<file path="config.mk">
export PLATFORM = sky130hd
export DESIGN_NAME = fht_adc_loader
export DESIGN_NICKNAME = d
export VERILOG_FILES = /design/src/rtl/fht_adc_loader.sv
export SDC_FILE = /design/constraint.sdc
export NUM_CORES = 1
export LEC_CHECK = 0
export ABC_AREA = 0
export CAP_MARGIN = 20
export CORE_MARGIN = 2
export CORE_UTILIZATION = 60
export CTS_BUF_LIST = sky130_fd_sc_hd__clkbuf_8
export CTS_CLUSTER_SIZE = 28
export DETAILED_ROUTE_END_ITERATION = 10
export DONT_BUFFER_PORTS = 1
export GPL_TIMING_DRIVEN = 0
export PLACE_DENSITY = 0.76
export SYNTH_ARGS = -nofsm -noshare
export SYNTH_HDL_FRONTEND = slang
export SYNTH_SLANG_ARGS = --single-unit
</file>
<file path="constraint.sdc">
create_clock -name iCLK -period 2.3 [get_ports iCLK]
set_input_delay 0.345 -clock iCLK [delete_from_list [all_inputs] [get_ports iCLK]]
set_output_delay 0.345 -clock iCLK [all_outputs]
set_load 0.02 [all_outputs]
</file>
<file path="src/rtl/fht_adc_loader.sv">
`default_nettype none
// ============================================================================
// fht_adc_loader : ADC sample stream -> 4-bank FHT input loader with start/handshake.
// Optional FHT_LOADER_DROP_CNT_EN adds the oDROP_CNT port.   Revision: 1.0
// ============================================================================
module fht_adc_loader #(
  parameter int ADC_WIDTH = 12,
  parameter int D_BIT     = 22,
  parameter int A_BIT     = 8
) (
  input  logic                        iCLK,
  input  logic                        iRESET,
  input  logic                        iCLR,
  input  logic                        iVALID,
  input  logic signed [ADC_WIDTH-1:0] iSAMPLE,
  output logic                        oREADY,
  output logic [3:0]                  oWE,
  output logic [D_BIT-1:0]            oDATA,
  output logic [A_BIT-1:0]            oADDR,
  output logic                        oSTART,
  input  logic                        iFHT_RDY,
  output logic                        oBUSY
`ifdef FHT_LOADER_DROP_CNT_EN
  ,
  output logic [15:0]                 oDROP_CNT
`endif
);

  localparam int C_PAD = D_BIT - ADC_WIDTH;

  typedef enum logic [1:0] {
    S_LOAD = 2'd0,
    S_KICK = 2'd1,
    S_WAIT = 2'd2
  } state_t;

  state_t             state_q;
  logic [1:0]         bank_q;
  logic [A_BIT-1:0]   row_q;
  logic [3:0]         we_q;
  logic [D_BIT-1:0]   data_q;
  logic [A_BIT-1:0]   addr_q;
  logic               start_q;
  logic               busy_q;
  logic               rdy_q;

  logic               accept;
  logic               last_smp;
  logic [1:0]         bank_d;
  logic [A_BIT-1:0]   row_d;

  assign oREADY   = (state_q == S_LOAD);
  assign accept   = iVALID & oREADY & ~iCLR;
  assign last_smp = (bank_q == 2'd3) && (row_q == {A_BIT{1'b1}});
  assign bank_d   = bank_q + 2'd1;
  // The row only advances once all four banks of the current row are filled.
  assign row_d    = (bank_q == 2'd3) ? row_q + A_BIT'(1) : row_q;

  always_ff @(posedge iCLK or negedge iRESET) begin
    if (!iRESET) begin
      state_q <= S_LOAD;
      bank_q  <= '0;
      row_q   <= '0;
      we_q    <= '0;
      data_q  <= '0;
      addr_q  <= '0;
      start_q <= 1'b0;
      busy_q  <= 1'b0;
      rdy_q   <= 1'b0;
    end else begin
      rdy_q   <= iFHT_RDY;
      we_q    <= '0;
      start_q <= 1'b0;
      if (iCLR) begin
        state_q <= S_LOAD;
        bank_q  <= '0;
        row_q   <= '0;
        busy_q  <= 1'b0;
      end else begin
        case (state_q)
          S_LOAD: begin
            if (accept) begin
              we_q   <= 4'b0001 << bank_q;
              data_q <= {iSAMPLE, {C_PAD{1'b0}}};
              addr_q <= row_q;
              bank_q <= bank_d;
              row_q  <= row_d;
              if (last_smp) state_q <= S_KICK;
            end
          end
          S_KICK: begin
            start_q <= 1'b1;
            busy_q  <= 1'b1;
            state_q <= S_WAIT;
          end
          S_WAIT: begin
            // Only a fresh rising edge of the FHT ready releases the loader.
            if (iFHT_RDY && !rdy_q) begin
              state_q <= S_LOAD;
              busy_q  <= 1'b0;
              bank_q  <= '0;
              row_q   <= '0;
            end
          end
          default: state_q <= S_LOAD;
        endcase
      end
    end
  end

  assign oWE    = we_q;
  assign oDATA  = data_q;
  assign oADDR  = addr_q;
  assign oSTART = start_q;
  assign oBUSY  = busy_q;

`ifdef FHT_LOADER_DROP_CNT_EN
  logic [15:0] drop_q;

  always_ff @(posedge iCLK or negedge iRESET) begin
    if (!iRESET) begin
      drop_q <= '0;
    end else if (iCLR) begin
      drop_q <= '0;
    end else if (iVALID && !oREADY && (drop_q != 16'hFFFF)) begin
      drop_q <= drop_q + 16'd1;
    end
  end

  assign oDROP_CNT = drop_q;
`endif

endmodule
`default_nettype wire

</file>
## Yosys cells after proc, flatten, opt, wreduce, memory -nomap -nowiden

Index checks and enable logic that the tools add are counted.

- Bitwise gates (word level): 3
- Mux-type cells: 21
- Reductions and logical operators: 11
- Equality and inequality tests: 8
- Shifts and indexed selects: 1
- $add $sub $neg: 2

Operators by type and width:

| kind | count |
|---|---|
| $mux W8 | 4 |
| $pmux W8 S2 | 1 |
| $mux W2 | 6 |
| $mux W4 | 3 |
| $ne A3 B2 Y1 const B | 3 |
| $reduce_and A3 Y1 | 3 |
| $add A8 B1 Y8 const B | 1 |
| $eq A8 B8 Y1 const B | 1 |
| $pmux W2 S3 | 1 |
| $reduce_bool A3 Y1 | 2 |
| $eq A2 B2 Y1 const B | 2 |
| $mux W1 | 4 |
| $pmux W2 S2 | 1 |
| $reduce_and A4 Y1 | 1 |
| $shl A1 B2 Y4 const A | 1 |
| $ne A3 B3 Y1 const B | 1 |
| $add A2 B1 Y2 const B | 1 |
| $and A1 B1 Y1 | 2 |
| $eq A2 B1 Y1 const B | 1 |
| $logic_and A1 B1 Y1 | 2 |
| $logic_not A2 Y1 | 1 |
| $pmux W1 S2 | 1 |
| $reduce_and A2 Y1 | 1 |
| $logic_not A1 Y1 | 1 |
| $not A1 Y1 | 1 |

- Input port bits: 17
- Register bits after elaboration: 39
- Output and inout port bits: 37
- Word-level logic and storage cells: 55

## Longest topological paths before layout

Gate-level depths: netlist (run 1).

- Word-level depth: 6
- Mapped depth: 6
- Mapped depth without buffers: 5

## Worst setup path after synthesis (run 1)

No wires, ideal clock.

- Kind: input to register
- Start point: input port iCLR
- End point: register data_q[19] (netlist: oDATA[19])
- Cell stages on the path: 4
- Data required time: 2.175 ns
- Library setup time: 0.125 ns
- Arrival time: 1.507 ns
- Buffers on the path: 2
- Path slack: 0.668 ns
- Path through: buf_2 nor4b_4 buf_2 mux2_2

- Word-level cells in the longest chain between the ends: 3

RTL lines:

| element | RTL line | RTL |
|---|---|---|
| start, declared | 13 | `input logic iCLR,` |
| $not A1 Y1 (no source line) * | -- |  |
| $and A1 B1 Y1 | 53 | `assign accept = iVALID & oREADY & ~iCLR;` |
| $reduce_and A3 Y1 (no source line) * | -- |  |
| end signal, assigned | 84 | `data_q <= {iSAMPLE, {C_PAD{1'b0}}};` |
| end, declared | 41 | `logic [D_BIT-1:0] data_q;` |

Mark *: on every way between the ends. The rest lies on a longest branch, timed or not.
A chain may end at the register's enable or synchronous reset.

## Worst setup path in the final report (run 1)

- Start point: register state_q[0]
- End point: register addr_q[0] (netlist: oADDR[0])

- Word-level cells in the longest chain between the ends: 4

RTL lines:

| element | RTL line | RTL |
|---|---|---|
| start, declared | 37 | `state_t state_q;` |
| start signal, assigned | 61 | `state_q <= S_LOAD;` |
| start signal, assigned | 75 | `state_q <= S_LOAD;` |
| start signal, assigned | 88 | `if (last_smp) state_q <= S_KICK;` |
| $logic_not A2 Y1 * | 52, 80 |  |
| $and A1 B1 Y1 (2 in a row) | 53 |  |
| $reduce_and A3 Y1 (no source line) * | -- |  |
| end signal, assigned | 85 | `addr_q <= row_q;` |
| end, declared | 42 | `logic [A_BIT-1:0] addr_q;` |

Marks and branches as above.

==> results of run 1 <==
-- cell usage in the layout (no fill, tap or decap), drive strengths merged, types with 5 or more instances in the layout --
master  count
dfrtp      39
mux2       20
nand2       5
ha          5
inv         6
clkbuf      5
nand3       7
nor2        6
buf        16
a21oi       5
conb       10
-- routing by layer --
metal / global-route usage, % / share of wire [%]
met1: 25.3 / 40
met2: 32.3 / 49
met3: 7.91 / 8.9
met4: 9.30 / 2.3
met5: 0 / 0
-- state kept, by name, indices dropped and copies added (netlist names) --
name	count
oSTART	1
state_q	2
oDATA	12
rdy_q	1
oWE	4
oADDR	8
oBUSY	1
row_q	8
bank_q	2
-- final cells by class --
type                    count  area (µm²)  area share (%)
flip-flops and latches     39         976            49.0
multi-input cells          94         708            35.6
plain buffers              15         103            5.15
clock buffers               5        68.8            3.46
clock inverters             3        43.8            2.20
well taps                  31        38.8            1.95
repair buffers              2        30.0            1.51
inverters                   6        22.5            1.13
-- power groups by stage --
| stage | registers (mW) | clock network, mW | logic [mW] |
|---|---|---|---|
| CTS | 0.791 | 0.574 | 0.124 |
| floorplan | 0.798 | 0 | 0.0933 |
| global route | 0.796 | 0.607 | 0.137 |
| global placement | 0.803 | 0 | 0.101 |
| detailed placement | 0.805 | 0 | 0.105 |
| finish | 0.790 | 0.565 | 0.124 |
-- worst paths after layout --
check / from / end / slack (ps) / cells after the start
max in group asynchronous: iRESET / oBUSY / 1600 / 2
max: state_q[0] / oADDR[0] / 500 / 4
min in group asynchronous: iRESET / oDATA[11] / 510 / 2
min: iFHT_RDY / rdy_q / 70 / 0
min reg2reg: row_q[0] / row_q[0] / 550 / 1
max reg2reg: state_q[0] / oADDR[0] / 500 / 4
-- cell families (layout without fill, tap and decap cells) --
family	Yosys count	in the layout
adder cells (fa/ha/maj)	5	5
AND/OR/NAND/NOR	37	37
other	1	10
flip-flops	39	39
buffers and inverters	21	31
multiplexers	21	21
AO/OA/AOI/OAI	21	21
-- worst register-to-register path: stages, from the launching register on --
cell and delay (ps):
dfrtp_1 360, buf_2 180, nor4b_4 440, buf_2 340, mux2_2 370
-- stage by stage --
step / cell area (µm²) / worst slack [ps] / total power [mW] / instances
2_1_floorplan: 1810 / 668 / 0.891 / 154
3_5_place_dp: 1850 / 452 / 0.910 / 185
5_1_grt: 1990 / 347 / 1.54 / 195
6_report: 1990 / 497 / 1.48 / 195
4_1_cts: 1990 / 493 / 1.49 / 195
3_3_place_gp: 1850 / 437 / 0.904 / 185
==> impl_metrics.py, run 1 <==
metrics = {
    "status": {
        "status": "finished, final reports clean",
    },
    "sta": {
        "fin_crit_sh_pct": 78.4,
        "whs_ps": 74.2,
        "rsz0062_at_grt": "no",
        "setup_viol_count_final": 0,
        "tns_ps": 0,
        "slew_violations": 0,
        "max_freq_mhz": 555,
        "fin_skew_ps": 9.07,
        "hold_viol": 0,
        "min_period_ps": 1800,
    },
    "placement": {
        "hpwl_mm": 2.09,
        "gp_congestion": 0.843,
        "port_buffers": 0,
    },
    "detailed_routing": {
        "post_drt_wl_per_cell_um": 15.6,
        "via_per_inst": 5.83,
        "drcViolationCount": 0,
        "num_vias": 1137,
        "wl_mm": 3.05,
        "first_iter_violations": 33,
        "detail-route-antenna-nets": 0,
        "dr.pass1.iters": 4,
    },
    "global_route": {
        "grt_max_degree": 40,
        "grt_pass1_vias": 1129,
        "overflow": 0,
        "track_usage_pct": 20.6,
        "grt_antenna_before_repair": 0,
        "grt_pass1_wl_mm": 5.11,
    },
    "synth": {
        "ys_seq_area_share_pct": 55.0,
        "ys_types": 36,
        "yosysMostFrequentCell": "dfrtp_1",
        "yosys.area_share.adder_pct": 3.52,
        "postSynthAreaPerCell_um2": 12.2,
        "yosysWarningCount": 0,
        "synth_flop_cell": "dfrtp_1",
        "synth-async-reset-ratio_pct": 100,
        "mappedNetlistArea_um2": 1780,
        "synthTopCellsByCount": "dfrtp_1 (39), mux2_2 (20), buf_4 (11), nand3_1 (7), nor2_1 (6)",
        "synth_top_area_share_pct": 55.0,
        "synth_xor_area_share_pct": 0,
        "synth-seq-cells": 39,
        "synth_compound_area_share_pct": 8.39,
        "synthMuxAreaShare_pct": 13.2,
        "synth.largest_area_cell": "dfrtp_1",
        "synthSimpleGateAreaFrac_pct": 12.6,
        "synthCells": 145,
        "synth.area.top_cells": "dfrtp_1 (55%), mux2_2 (13%), buf_4 (4.7%)",
        "synth_top_family_by_area": "multiplexers",
        "synth-edff-count": 0,
    },
    "critical_path": {
        "critPathBufInv": 2,
        "required_ps": 2490,
        "worstSetupPathType": "flop to flop",
        "path_max_fanout": 10,
        "start_kind": "flop",
        "worst_path_largest_cell_delay_ps": 440,
        "crit_chain": "buf_2 > nor4b_4 > buf_2 > mux2_2",
        "slowest_stage": "nor4b_4",
        "timing.critical_path.mode_cell": "buf_2",
        "crit_family": "buffers and inverters",
        "crit_path_end_kind": "flop",
        "crit_arrival_ps": 1990,
    },
    "finish": {
        "fillers": 203,
        "num-nets-final": 185,
        "drive_gt1_share_pct": 30.5,
        "utilization_pct": 71.6,
        "antenna_cells": 0,
        "area.growth.synth_to_final_pct": 12.1,
    },
    "power": {
        "p_per_area_nw_per_um2": 743,
        "combPwrFrac_pct": 8.4,
        "sequentialPowerShare_pct": 53.4,
        "ir_worst_vdd_mv": 0.743,
        "clockPowerShare_pct": 38.2,
        "sw_frac_of_total_pct": 25.3,
        "p_switching_mw": 0.374,
        "p_int_mw": 1.11,
        "p_leak_nw": 0.973,
    },
    "floorplan": {
        "die_y_um": 58.4,
        "ios": 54,
        "rows": 19,
        "initial_utilization_pct": 63.8,
        "die_area_um2": 3410,
        "core_area_um2": 2780,
        "dieWidth_um": 58.4,
    },
    "cts": {
        "cts_resized": 0,
        "cts_tree": "yes",
        "clock_sinks": 39,
        "clk_path_buf_depth": 2,
        "h-tree-depth": 2,
        "cts-buffers-inserted": 5,
        "cts_setup_buffers": 0,
        "clock_latency_ps": 300,
        "cts_root_buffer": "clkbuf_8",
        "path_clk_slew_ps": 80,
        "ctsHoldBuffers": 2,
    },
    "flow_run": {
        "drv_cap": 0,
    },
    "worst_hold_path": {
        "hold_path.class": "input pin to flop",
    },
}
Note: power is estimated with default switching activity, not from simulation.
==> run 2: changes to the inputs <==
- ABC_AREA: 0 -> 1
- CORE_UTILIZATION: 60 -> 59
- PLACE_DENSITY: 0.76 -> 0.78
- clock period: 2.3 -> 1.56 ns (I/O delays scaled with it)
==> impl_metrics.py, run 2 <==
metrics = {
    "placement": {
        "gp_congestion": 0.787,
        "port_buffers": 0,
        "placed_cells": 235,
        "hpwl_mm": 2.42,
        "place_ws_ps": 39.2,
    },
    "synth": {
        "synth_xor_area_share_pct": 0.473,
        "synth-edff-count": 0,
        "yosysWarningCount": 0,
        "yosysMostFrequentCell": "dfrtp_1",
        "synthTopCellsByCount": "dfrtp_1 (39), nand2_1 (38), inv_1 (22), o21ai_0 (12)",
        "synth_flop_cell": "dfrtp_1",
        "synthSimpleGateAreaFrac_pct": 18.3,
        "synth.area.top_cells": "dfrtp_1 (53%), mux2_4 (8.1%), nand2_1 (7.7%)",
        "synth-seq-cells": 39,
        "synth.largest_area_cell": "dfrtp_1",
        "postSynthAreaPerCell_um2": 10.2,
        "mappedNetlistArea_um2": 1850,
        "synth-async-reset-ratio_pct": 100,
        "synth_top_family_by_area": "simple AND/OR/NAND/NOR gates",
        "ys_types": 25,
        "yosys.area_share.adder_pct": 3.38,
        "synthMuxAreaShare_pct": 9.33,
        "synth_top_area_share_pct": 52.7,
        "ys_seq_area_share_pct": 52.7,
        "synthCells": 182,
        "synth_compound_area_share_pct": 5.27,
    },
    "global_route": {
        "grt_antenna_before_repair": 0,
        "use_met1_pct": 22.5,
        "grtUsageMet2_pct": 34.5,
        "use_met3_pct": 7.58,
        "grt_pass1_wl_mm": 5.42,
        "track_usage_pct": 20.5,
        "grt_pass1_vias": 1257,
        "grt_max_degree": 40,
        "overflow": 0,
        "grt.busiest_layer": "met2",
    },
    "detailed_routing": {
        "via_per_inst": 5.07,
        "dr.pass1.iters": 4,
        "post_drt_wl_per_cell_um": 13.4,
        "detail-route-antenna-nets": 0,
        "num_vias": 1252,
        "drcViolationCount": 0,
        "wl_mm": 3.30,
        "first_iter_violations": 58,
    },
    "finish": {
        "area.growth.synth_to_final_pct": 13.8,
        "fillers": 226,
        "antenna_cells": 0,
        "utilization_pct": 69.5,
        "num-nets-final": 224,
        "drive_gt1_share_pct": 21.7,
        "largest_reg_flops": 12,
        "fin_cells": 247,
        "final_cell_mix": "nand2_1 (38), dfrtp_1 (38), inv_1 (22), o21ai_0 (12), buf_4 (11)",
    },
    "critical_path": {
        "worstSetupPathType": "flop to flop",
        "crit_family": "simple AND/OR/NAND/NOR gates",
        "crit_arrival_ps": 1690,
        "crit_path_end_kind": "flop",
        "slowest_stage": "dfrtp_2",
        "start_kind": "flop",
        "required_ps": 1740,
        "crit_chain": "nor2_4 > nand3_4 > buf_6 > mux2_4",
        "worst_path_largest_cell_delay_ps": 450,
        "path_max_fanout": 10,
        "critPathBufInv": 1,
    },
    "sta": {
        "fin_ws_ps": 44.5,
        "slew_violations": 0,
        "max_freq_mhz": 660,
        "setup_viol_count_final": 0,
        "hold_viol": 0,
        "tns_ps": 0,
        "min_period_ps": 1520,
        "fin_crit_sh_pct": 97.1,
        "rsz0062_at_grt": "no",
        "fin_skew_ps": 6.68,
    },
    "cts": {
        "cts_root_buffer": "clkbuf_8",
        "clock_latency_ps": 290,
        "clk_path_buf_depth": 2,
        "h-tree-depth": 2,
        "cts-buffers-inserted": 5,
        "clock_sinks": 39,
        "cts_tree": "yes",
        "path_clk_slew_ps": 70,
    },
    "floorplan": {
        "die_area_um2": 3600,
        "initial_utilization_pct": 61.1,
        "core_area_um2": 3030,
        "rows": 20,
        "ios": 54,
        "dieWidth_um": 60.0,
        "die_y_um": 60.0,
    },
    "status": {
        "status": "finished, final reports clean",
    },
    "power": {
        "ir_worst_vdd_mv": 0.629,
        "p_per_area_nw_per_um2": 1080,
        "p_leak_nw": 1.06,
    },
    "flow_run": {
        "drv_cap": 0,
    },
    "worst_hold_path": {
        "hold_path.class": "input pin to flop",
    },
}
## run 2: timing repair
action,CTS,global route
endpoints found under the hold margin,40,0
hold buffers,3,0
setup endpoints to repair,0,12
gates resized for setup,0,1
buffers inserted,0,1
## run 2: path summary, 6_finish.rpt
kind / from / to / slack [ps] / cells after the start
min reg2reg: state_q[1] / oSTART / 560 / 1
max in group asynchronous: iRESET / state_q[0] / 960 / 2
min in group asynchronous: iRESET / oDATA[13] / 380 / 2
min: iCLR / oSTART / 20 / 1
max reg2reg: state_q[0] / oDATA[21] / 40 / 4
max: state_q[0] / oDATA[21] / 40 / 4
## run 2: worst reg2reg max path, stage by stage, from the launching register on
cell,delay [ps]
dfrtp_2,450
nor2_4,300
nand3_4,160
buf_6,190
mux2_4,300
## run 2: cells by family after synthesis
kind of cell	after synthesis
AOI/OAI and AO/OA	18
xor gates and xnor gates	1
adders and majority gates	5
buffers and inverters	37
DFF	39
muxes	12
other	1
and+or+nand+nor	69
## run 2: routing by layer
metal	wire length, µm	share of wire [%]
met1	1340	41
met3	260	7.9
met5	0	0
met4	78	2.4
met2	1620	49
## run 2: where the power goes
| part | switching [mW] | internal [mW] | leakage [nW] |
|---|---|---|---|
| logic | 0.115 | 0.117 | 0.488 |
| clock network | 0.344 | 0.517 | 0.0612 |
| registers | 0.109 | 1.07 | 0.511 |
| total | 0.568 | 1.71 | 1.06 |
## run 2: metrics by stage
step / instance area [µm²] / hold WS (ps) / total power [mW]
after floorplan: 1880 / -61.6 / 1.37
after global placement: 1940 / -60.9 / 1.39
after detailed placement: 1940 / -60.8 / 1.40
after CTS: 2100 / 15.8 / 2.29
after global routing: 2110 / 22.6 / 2.36
final: 2110 / 22.0 / 2.27
## run 2: final cells by class
| cell class | instances | area [µm²] | area share (%) |
|---|---|---|---|
| flip-flops and latches | 39 | 977 | 46.4 |
| well taps | 44 | 55.1 | 2.61 |
| plain buffers | 14 | 105 | 4.99 |
| multi-input cells | 115 | 717 | 34.0 |
| clock inverters | 2 | 35.0 | 1.66 |
| clock buffers | 6 | 82.6 | 3.92 |
| repair buffers | 4 | 47.5 | 2.26 |
| inverters | 23 | 86.3 | 4.10 |
